<file path="config.mk">
export PLATFORM = sky130hd
export DESIGN_NAME = aurora_hls_tx_framer_flat
export DESIGN_NICKNAME = d
export VERILOG_FILES = /design/src/rtl/aurora_hls_pkg.sv /design/src/rtl/aurora_hls_tx_framer_if.sv /design/src/rtl/aurora_hls_keep_gen.sv /design/src/rtl/aurora_hls_tx_framer.sv /design/src/flat_wrapper.sv
export SDC_FILE = /design/constraint.sdc
export NUM_CORES = 1
export LEC_CHECK = 0
export BUFFER_PORTS_ARGS = -buffer_cell sky130_fd_sc_hd__buf_2
export CAP_MARGIN = 5
export CORE_AREA = 2 2 468 470
export CTS_BUF_LIST = sky130_fd_sc_hd__clkbuf_16
export CTS_CLUSTER_SIZE = 10
export DETAILED_ROUTE_END_ITERATION = 10
export DIE_AREA = 0 0 470 472
export PLACE_DENSITY = 0.44
export SLEW_MARGIN = 20
export SYNTH_ARGS = -nofsm -noshare
export SYNTH_HDL_FRONTEND = slang
export SYNTH_SLANG_ARGS = --single-unit
</file>
<file path="constraint.sdc">
create_clock -name ap_clk -period 19.9 [get_ports ap_clk]
set_input_delay 0.995 -clock ap_clk [delete_from_list [all_inputs] [get_ports ap_clk]]
set_output_delay 0.995 -clock ap_clk [all_outputs]
set_load 0.005 [all_outputs]
</file>
<file path="src/rtl/aurora_hls_pkg.sv">
// Shared definitions for the Aurora HLS TX framer: state encoding and default widths.
package aurora_hls_pkg;

   localparam int DATA_BYTES_DEF = 64;
   localparam int LEN_W_DEF      = 32;

   typedef enum logic [1:0] {
      ST_IDLE = 2'd0,
      ST_RUN  = 2'd1,
      ST_DONE = 2'd2
   } state_e;

endpackage

</file>
<file path="src/rtl/aurora_hls_tx_framer_if.sv">
// AXI-Stream style bundle used for both the framer input and the TX FIFO output.
interface aurora_hls_tx_framer_if
   import aurora_hls_pkg::*;
#(
   parameter int DATA_BYTES = DATA_BYTES_DEF
) ();

   logic [DATA_BYTES*8-1:0] tdata;
   logic                    tvalid;
   logic                    tready;
   logic                    tlast;
   logic [DATA_BYTES-1:0]   tkeep;

   modport master (output tdata, output tvalid, input tready, output tlast, output tkeep);
   // The input side of the framer carries no framing of its own.
   modport slave  (input tdata, input tvalid, output tready);

endinterface

</file>
<file path="src/rtl/aurora_hls_keep_gen.sv">
// Per-beat byte count, thermometer tkeep and tlast decision from the remaining counts.
module aurora_hls_keep_gen
   import aurora_hls_pkg::*;
#(
   parameter int DATA_BYTES = DATA_BYTES_DEF,
   parameter int LEN_W      = LEN_W_DEF
) (
   input  logic [LEN_W-1:0]      total_rem_i,
   input  logic [LEN_W-1:0]      frame_rem_i,
   input  logic                  frame_en_i,
   output logic [LEN_W-1:0]      n_o,
   output logic [DATA_BYTES-1:0] keep_o,
   output logic                  last_o
);

   localparam logic [LEN_W-1:0] BEAT_BYTES = LEN_W'(DATA_BYTES);

   logic [LEN_W-1:0] cap_s;
   logic [LEN_W-1:0] n_s;

   // n = min(beat width, total_rem, frame_rem when framing is enabled)
   always_comb begin
      cap_s = (total_rem_i < BEAT_BYTES) ? total_rem_i : BEAT_BYTES;
      if (frame_en_i && (frame_rem_i < cap_s)) begin
         n_s = frame_rem_i;
      end else begin
         n_s = cap_s;
      end
      keep_o = '0;
      for (int i = 0; i < DATA_BYTES; i++) begin
         keep_o[i] = (LEN_W'(i) < n_s);
      end
      last_o = (n_s == total_rem_i) || (frame_en_i && (n_s == frame_rem_i));
   end

   assign n_o = n_s;

endmodule

</file>
<file path="src/rtl/aurora_hls_tx_framer.sv">
// Splits a byte-counted stream into frames for the Aurora TX FIFO, one output beat per input beat.
module aurora_hls_tx_framer
   import aurora_hls_pkg::*;
#(
   parameter int DATA_BYTES = DATA_BYTES_DEF,
   parameter int LEN_W      = LEN_W_DEF
) (
   input  logic                    ap_clk,
   input  logic                    ap_rst,
   input  logic [LEN_W-1:0]        cfg_transfer_bytes,
   input  logic [LEN_W-1:0]        cfg_frame_bytes,
   input  logic                    start,
   output logic                    busy,
   output logic                    done,
   output logic [LEN_W-1:0]        frame_count,
   input  logic                    fifo_tx_prog_full,
   aurora_hls_tx_framer_if.slave   s_axis,
   aurora_hls_tx_framer_if.master  m_axis
);

   state_e                  state_q, state_d;
   logic [LEN_W-1:0]        total_rem_q, total_rem_d;
   logic [LEN_W-1:0]        frame_rem_q, frame_rem_d;
   logic [LEN_W-1:0]        frame_bytes_q, frame_bytes_d;
   logic [LEN_W-1:0]        frame_count_q, frame_count_d;
   logic                    m_tvalid_q, m_tvalid_d;
   logic [DATA_BYTES*8-1:0] m_tdata_q, m_tdata_d;
   logic [DATA_BYTES-1:0]   m_tkeep_q, m_tkeep_d;
   logic                    m_tlast_q, m_tlast_d;

   logic                    frame_en_s;
   logic                    s_ready_s;
   logic                    accept_s;
   logic [LEN_W-1:0]        n_s;
   logic [DATA_BYTES-1:0]   keep_s;
   logic                    last_s;
   logic [DATA_BYTES*8-1:0] masked_s;

   assign frame_en_s = (frame_bytes_q != '0);
   // prog_full only gates new acceptance; a pending output beat stays valid
   assign s_ready_s  = (state_q == ST_RUN) && (total_rem_q != '0) && !fifo_tx_prog_full
                       && (!m_tvalid_q || m_axis.tready);
   assign accept_s   = s_ready_s && s_axis.tvalid;

   aurora_hls_keep_gen #(
      .DATA_BYTES (DATA_BYTES),
      .LEN_W      (LEN_W)
   ) u_keep_gen (
      .total_rem_i (total_rem_q),
      .frame_rem_i (frame_rem_q),
      .frame_en_i  (frame_en_s),
      .n_o         (n_s),
      .keep_o      (keep_s),
      .last_o      (last_s)
   );

   // Bytes above n are zeroed so nothing spills into the next beat
   always_comb begin
      masked_s = '0;
      for (int i = 0; i < DATA_BYTES; i++) begin
         masked_s[i*8 +: 8] = keep_s[i] ? s_axis.tdata[i*8 +: 8] : 8'h00;
      end
   end

   // Next-state and datapath update
   always_comb begin
      state_d       = state_q;
      total_rem_d   = total_rem_q;
      frame_rem_d   = frame_rem_q;
      frame_bytes_d = frame_bytes_q;
      frame_count_d = frame_count_q;
      m_tvalid_d    = m_tvalid_q;
      m_tdata_d     = m_tdata_q;
      m_tkeep_d     = m_tkeep_q;
      m_tlast_d     = m_tlast_q;
      case (state_q)
         ST_IDLE: begin
            if (start) begin
               total_rem_d   = cfg_transfer_bytes;
               frame_rem_d   = cfg_frame_bytes;
               frame_bytes_d = cfg_frame_bytes;
               frame_count_d = '0;
               state_d       = (cfg_transfer_bytes == '0) ? ST_DONE : ST_RUN;
            end else begin
               state_d = ST_IDLE;
            end
         end
         ST_RUN: begin
            if (accept_s) begin
               m_tvalid_d  = 1'b1;
               m_tdata_d   = masked_s;
               m_tkeep_d   = keep_s;
               m_tlast_d   = last_s;
               total_rem_d = total_rem_q - n_s;
               if (last_s || !frame_en_s) begin
                  frame_rem_d = frame_bytes_q;
               end else begin
                  frame_rem_d = frame_rem_q - n_s;
               end
               if (last_s) begin
                  frame_count_d = frame_count_q + LEN_W'(1);
               end else begin
                  frame_count_d = frame_count_q;
               end
            end else if (m_tvalid_q && m_axis.tready) begin
               m_tvalid_d = 1'b0;
               if (total_rem_q == '0) begin
                  state_d = ST_DONE;
               end else begin
                  state_d = ST_RUN;
               end
            end else begin
               m_tvalid_d = m_tvalid_q;
            end
         end
         ST_DONE: begin
            state_d = ST_IDLE;
         end
         default: begin
            state_d = ST_IDLE;
         end
      endcase
   end

   // State and output registers
   always_ff @(posedge ap_clk or posedge ap_rst) begin
      if (ap_rst) begin
         state_q       <= ST_IDLE;
         total_rem_q   <= '0;
         frame_rem_q   <= '0;
         frame_bytes_q <= '0;
         frame_count_q <= '0;
         m_tvalid_q    <= 1'b0;
         m_tdata_q     <= '0;
         m_tkeep_q     <= '0;
         m_tlast_q     <= 1'b0;
      end else begin
         state_q       <= state_d;
         total_rem_q   <= total_rem_d;
         frame_rem_q   <= frame_rem_d;
         frame_bytes_q <= frame_bytes_d;
         frame_count_q <= frame_count_d;
         m_tvalid_q    <= m_tvalid_d;
         m_tdata_q     <= m_tdata_d;
         m_tkeep_q     <= m_tkeep_d;
         m_tlast_q     <= m_tlast_d;
      end
   end

   assign busy          = (state_q != ST_IDLE);
   assign done          = (state_q == ST_DONE);
   assign frame_count   = frame_count_q;
   assign s_axis.tready = s_ready_s;
   assign m_axis.tvalid = m_tvalid_q;
   assign m_axis.tdata  = m_tdata_q;
   assign m_axis.tkeep  = m_tkeep_q;
   assign m_axis.tlast  = m_tlast_q;

endmodule

</file>
<file path="src/flat_wrapper.sv">
// flat-port wrapper written by rule: the top's interface ports become plain ports
module aurora_hls_tx_framer_flat import aurora_hls_pkg::*;
#(
   parameter int DATA_BYTES = DATA_BYTES_DEF,
   parameter int LEN_W      = LEN_W_DEF
)
  (ap_clk, ap_rst, cfg_transfer_bytes, cfg_frame_bytes, start, busy, done, frame_count, fifo_tx_prog_full, s_axis_tdata, s_axis_tvalid, s_axis_tready, m_axis_tdata, m_axis_tvalid, m_axis_tready, m_axis_tlast, m_axis_tkeep);
  aurora_hls_tx_framer_if #(.DATA_BYTES(DATA_BYTES)) s_axis_i ();
  aurora_hls_tx_framer_if #(.DATA_BYTES(DATA_BYTES)) m_axis_i ();
  input  logic ap_clk;
  input  logic ap_rst;
  input  logic [LEN_W-1:0] cfg_transfer_bytes;
  input  logic [LEN_W-1:0] cfg_frame_bytes;
  input  logic start;
  output logic busy;
  output logic done;
  output logic [LEN_W-1:0] frame_count;
  input  logic fifo_tx_prog_full;
  input wire logic [$bits(s_axis_i.tdata)-1:0] s_axis_tdata;
  input wire logic [$bits(s_axis_i.tvalid)-1:0] s_axis_tvalid;
  output wire logic [$bits(s_axis_i.tready)-1:0] s_axis_tready;
  output wire logic [$bits(m_axis_i.tdata)-1:0] m_axis_tdata;
  output wire logic [$bits(m_axis_i.tvalid)-1:0] m_axis_tvalid;
  input wire logic [$bits(m_axis_i.tready)-1:0] m_axis_tready;
  output wire logic [$bits(m_axis_i.tlast)-1:0] m_axis_tlast;
  output wire logic [$bits(m_axis_i.tkeep)-1:0] m_axis_tkeep;
  assign s_axis_i.tdata = s_axis_tdata;
  assign s_axis_i.tvalid = s_axis_tvalid;
  assign s_axis_tready = s_axis_i.tready;
  assign m_axis_tdata = m_axis_i.tdata;
  assign m_axis_tvalid = m_axis_i.tvalid;
  assign m_axis_i.tready = m_axis_tready;
  assign m_axis_tlast = m_axis_i.tlast;
  assign m_axis_tkeep = m_axis_i.tkeep;
  aurora_hls_tx_framer #(.DATA_BYTES(DATA_BYTES), .LEN_W(LEN_W)) u_core (.ap_clk(ap_clk), .ap_rst(ap_rst), .cfg_transfer_bytes(cfg_transfer_bytes), .cfg_frame_bytes(cfg_frame_bytes), .start(start), .busy(busy), .done(done), .frame_count(frame_count), .fifo_tx_prog_full(fifo_tx_prog_full), .s_axis(s_axis_i), .m_axis(m_axis_i));
endmodule
</file>
==> results_dict.tcl <==
set metrics [dict create \
    postSynthCellCount 2895 \
    place.gp.congestion 0.979 \
    synthMuxAreaShare_pct 0.610 \
    rows 171 \
    async_reset_ff_share_pct 100 \
    regArea_mm2 0.0177 \
    ff2ff_setup_slack_ns 11.01 \
    synth_edf_count 0 \
    power_density_mw_per_mm2 151 \
    avgSynthCellArea_um2 10.9 \
    post_cts_buffers 0 \
    synth-simple-area-share_pct 10.5 \
    clockPowerShare_pct 26.2 \
    relSlewSlack_pct 26.2 \
    clkTransAtPathRegs_ns 0.06 \
    track_usage_pct 20.4 \
    syn_area_mm2 0.0316 \
    finalSetupViolCount 0 \
    cts_buffers 96 \
    post-route-drc-count 0 \
    io_pins 1195 \
    die_y_um 472 \
    clock_latency_ns 0.76 \
    fill_cells 23900 \
    postLayoutCoreUtil_pct 20.7 \
    antenna_found_initial 208 \
    setup_slack_ns 11.01 \
    port_buffers 1194 \
    synth_compound_area_share_pct 25.2 \
    tritoncts "built" \
    hold_buffers 0 \
    layout.cells.most_common_list "buf_2, dfrtp_1, a22o_1" \
    vias 31300 \
    synth_xor_area_share_pct 2.14 \
    finalClockSkew_ns 0.0796 \
    cts_resized 0 \
    period_share_pct 44.7 \
    slew_viol_final 0 \
    firstDrtPassIters 8 \
    combPwrFrac_pct 41.7 \
    status "finished clean" \
    crit_path_start_kind "register" \
    final-hold-violation-count 0 \
    sw_frac_of_total_pct 42.3 \
    maxCapViolCount 0 \
    pre_cts_ws_ns 11.13 \
    yosysWarnings 0 \
    power_leakage_nw 21.8 \
    start_util_pct 14.6 \
    crit_fanout 62 \
    wire_per_inst_um 32.6 \
    tightest_slew_ns 1.11 \
    grt_pass1_wl_um 304000 \
    core-area_mm2 0.217 \
    dieArea_mm2 0.222 \
    ir_worst_vdd_v 0.0000672 \
    hpwl_um 191000 \
    clkSinkCount 708 \
    yosysSeqAreaShare_pct 56.1 \
    nNetsFinal 4733 \
    die_w_um 470 \
    ys_ff_latch 708 \
    cts_max_level 3 \
    endpoint_kind "register" \
    grt_max_degree 186 \
    multi_input_area_mm2 0.0133 \
    root_buffer "clkbuf_16" \
    wirelength_um 235000 \
    overflow 0 \
    final_common_cell "buf_2" \
    pwr-share-seq_pct 32.1 \
    critPathKind "register to register" \
    synth_top_family_by_area "compound AO/OA/AOI/OAI gates" \
    ys_types 87 \
    post_drt_via_cell_ratio 4.34 \
    first_global_vias 30100 \
    setup_tns_ns 0 \
    hp-class "input pin to register" \
    critPathArrivalTime_ns 9.46 \
    synthToLayoutAreaGrowth_pct 42.3 \
    ys.flop_type "dfrtp_1" \
    drtAntennaViolNets 0 \
    max_freq_mhz 113 \
    intPower_w 0.00391 \
    crit_required_ns 20.48 \
    cts_buffer_depth 3 \
    power_w 0.00678 \
    grt_setup_unrepaired "no" \
    drtIter0Drc 2807 \
    synth_fa_ha_area_share_pct 2.49 \
    drive_gt1_share_pct 35.3 \
    p_sw_w 0.00287 \
    min_period_ns 8.89 \
]
[state kept, by name, indices dropped and copies added, names as in the netlist]
| name | cells |
|---|---|
| u_core.total_rem_q | 32 |
| u_core.frame_count | 32 |
| u_core.m_axis.tlast | 1 |
| u_core.frame_rem_q | 32 |
| u_core.m_axis.tkeep | 64 |
| u_core.frame_bytes_q | 32 |
| u_core.m_axis.tvalid | 1 |
| u_core.state_q | 2 |
| u_core.m_axis.tdata | 512 |
[metal layers]
metal	global-route usage [%]	up-vias	part of all wire, %
met5	0	-	0.097
met4	14.6	36	8.2
met3	5.35	523	7.5
met2	32.3	1593	46
met1	23.8	15800	39
li1	-	13400	-
[logic make-up (layout without fill, tap and decap cells)]
| group | Yosys count | after routing |
|---|---|---|
| buffers and inverters | 233 | 1478 |
| XOR/XNOR | 77 | 77 |
| multiplexers | 19 | 19 |
| other | 1 | 224 |
| adder cells (fa/ha/maj) | 64 | 64 |
| AO/OA/AOI/OAI | 1063 | 1063 |
| flip-flops | 708 | 708 |
| AND/OR/NAND/NOR | 730 | 730 |
[cells in the mapped netlist, types with 5 or more instances]
library cell	number	area, µm²
dfrtp_1	708	17700
nor3_1	31	155
and4_1	5	43.8
a211oi_1	22	165
clkbuf_1	144	541
buf_1	20	75.1
and3_1	19	119
a21o_1	75	563
o21bai_1	11	82.6
xor2_1	44	385
o31ai_1	15	113
nor4_1	29	181
nand2b_1	18	113
buf_2	17	85.1
o211ai_1	18	135
nor2_1	153	574
a22oi_1	13	97.6
or2_2	9	56.3
a22o_1	490	4290
o21ai_1	18	90.1
nand2_1	325	1220
or3_1	14	87.6
o22ai_1	15	93.8
inv_1	45	169
ha_1	58	726
buf_4	6	45.0
nand4_1	28	175
o21a_1	16	120
a221oi_1	6	52.6
a31oi_1	22	138
a21oi_1	163	816
maj3_1	5	50.1
o21ai_0	114	571
xnor2_1	33	289
nand3_1	61	305
nor2b_1	15	93.8
mux2i_1	17	170
[final cells by class]
type                            count  share of cell area (%)
Sequential cell                   708                    39.4
Multi-Input combinational cell   1978                    29.6
Timing Repair Buffer             1264                    14.6
Tap cell                         2854                    7.95
Clock buffer                       97                    5.40
Clock inverter                     72                    1.55
Antenna cell                      199                    1.11
Inverter                           45                   0.384
[worst max-delay path, stage by stage, from the launching register on]
cell	delay, ns
dfrtp_1	0.49
nor4_1	0.43
and4_1	0.46
nand2_2	0.21
inv_1	0.60
nand2_1	0.43
ha_1	0.42
nand4_1	0.10
a31oi_1	0.08
nor3b_1	0.24
o211a_4	0.28
o21a_2	0.54
buf_4	0.70
nand2_1	0.19
ha_1	0.49
nand4_1	0.19
a211oi_1	0.32
and4b_1	0.25
and3_1	0.19
a31oi_1	0.22
o21ai_2	0.35
nand4_1	0.48
nor2_1	0.61
nand4_1	0.18
xor2_1	0.16
nor2_1	0.06
[final timing paths]
| kind | start | endpoint | depth (start not counted) |
|---|---|---|---|
| max in group asynchronous | ap_rst | u_core.m_axis.tkeep[29]$_DFFE_PP0P_ | 7 |
| worst max-delay path | u_core.total_rem_q[23]$_DFFE_PP0P_ | u_core.frame_count[31]$_DFFE_PP0P_ | 25 |
| worst min register to register | u_core.m_axis.tdata[251]$_DFFE_PP0P_ | u_core.m_axis.tdata[251]$_DFFE_PP0P_ | 2 |
| min in group asynchronous | ap_rst | u_core.m_axis.tdata[105]$_DFFE_PP0P_ | 3 |
| worst max register to register | u_core.total_rem_q[23]$_DFFE_PP0P_ | u_core.frame_count[31]$_DFFE_PP0P_ | 25 |
| worst min-delay path | s_axis_tdata[357] | u_core.m_axis.tdata[357]$_DFFE_PP0P_ | 2 |
[per-stage QoR]
step,area (µm²),std cells,hold slack [ns]
after floorplan,31700,2919,0.461
after global placement,41200,6848,0.448
after detailed placement,41300,6848,0.458
after CTS,44400,7017,0.369
after global routing,44900,7198,0.413
final,44900,7217,0.455
[power groups by stage]
stage               registers, W  logic [W]  clock network, W
floorplan                0.00207    0.00155                 0
global placement         0.00218    0.00282                 0
detailed placement       0.00218    0.00282                 0
CTS                      0.00216    0.00283           0.00183
global route             0.00222    0.00305           0.00189
finish                   0.00217    0.00283           0.00177
(Power assumes the default switching activity.)
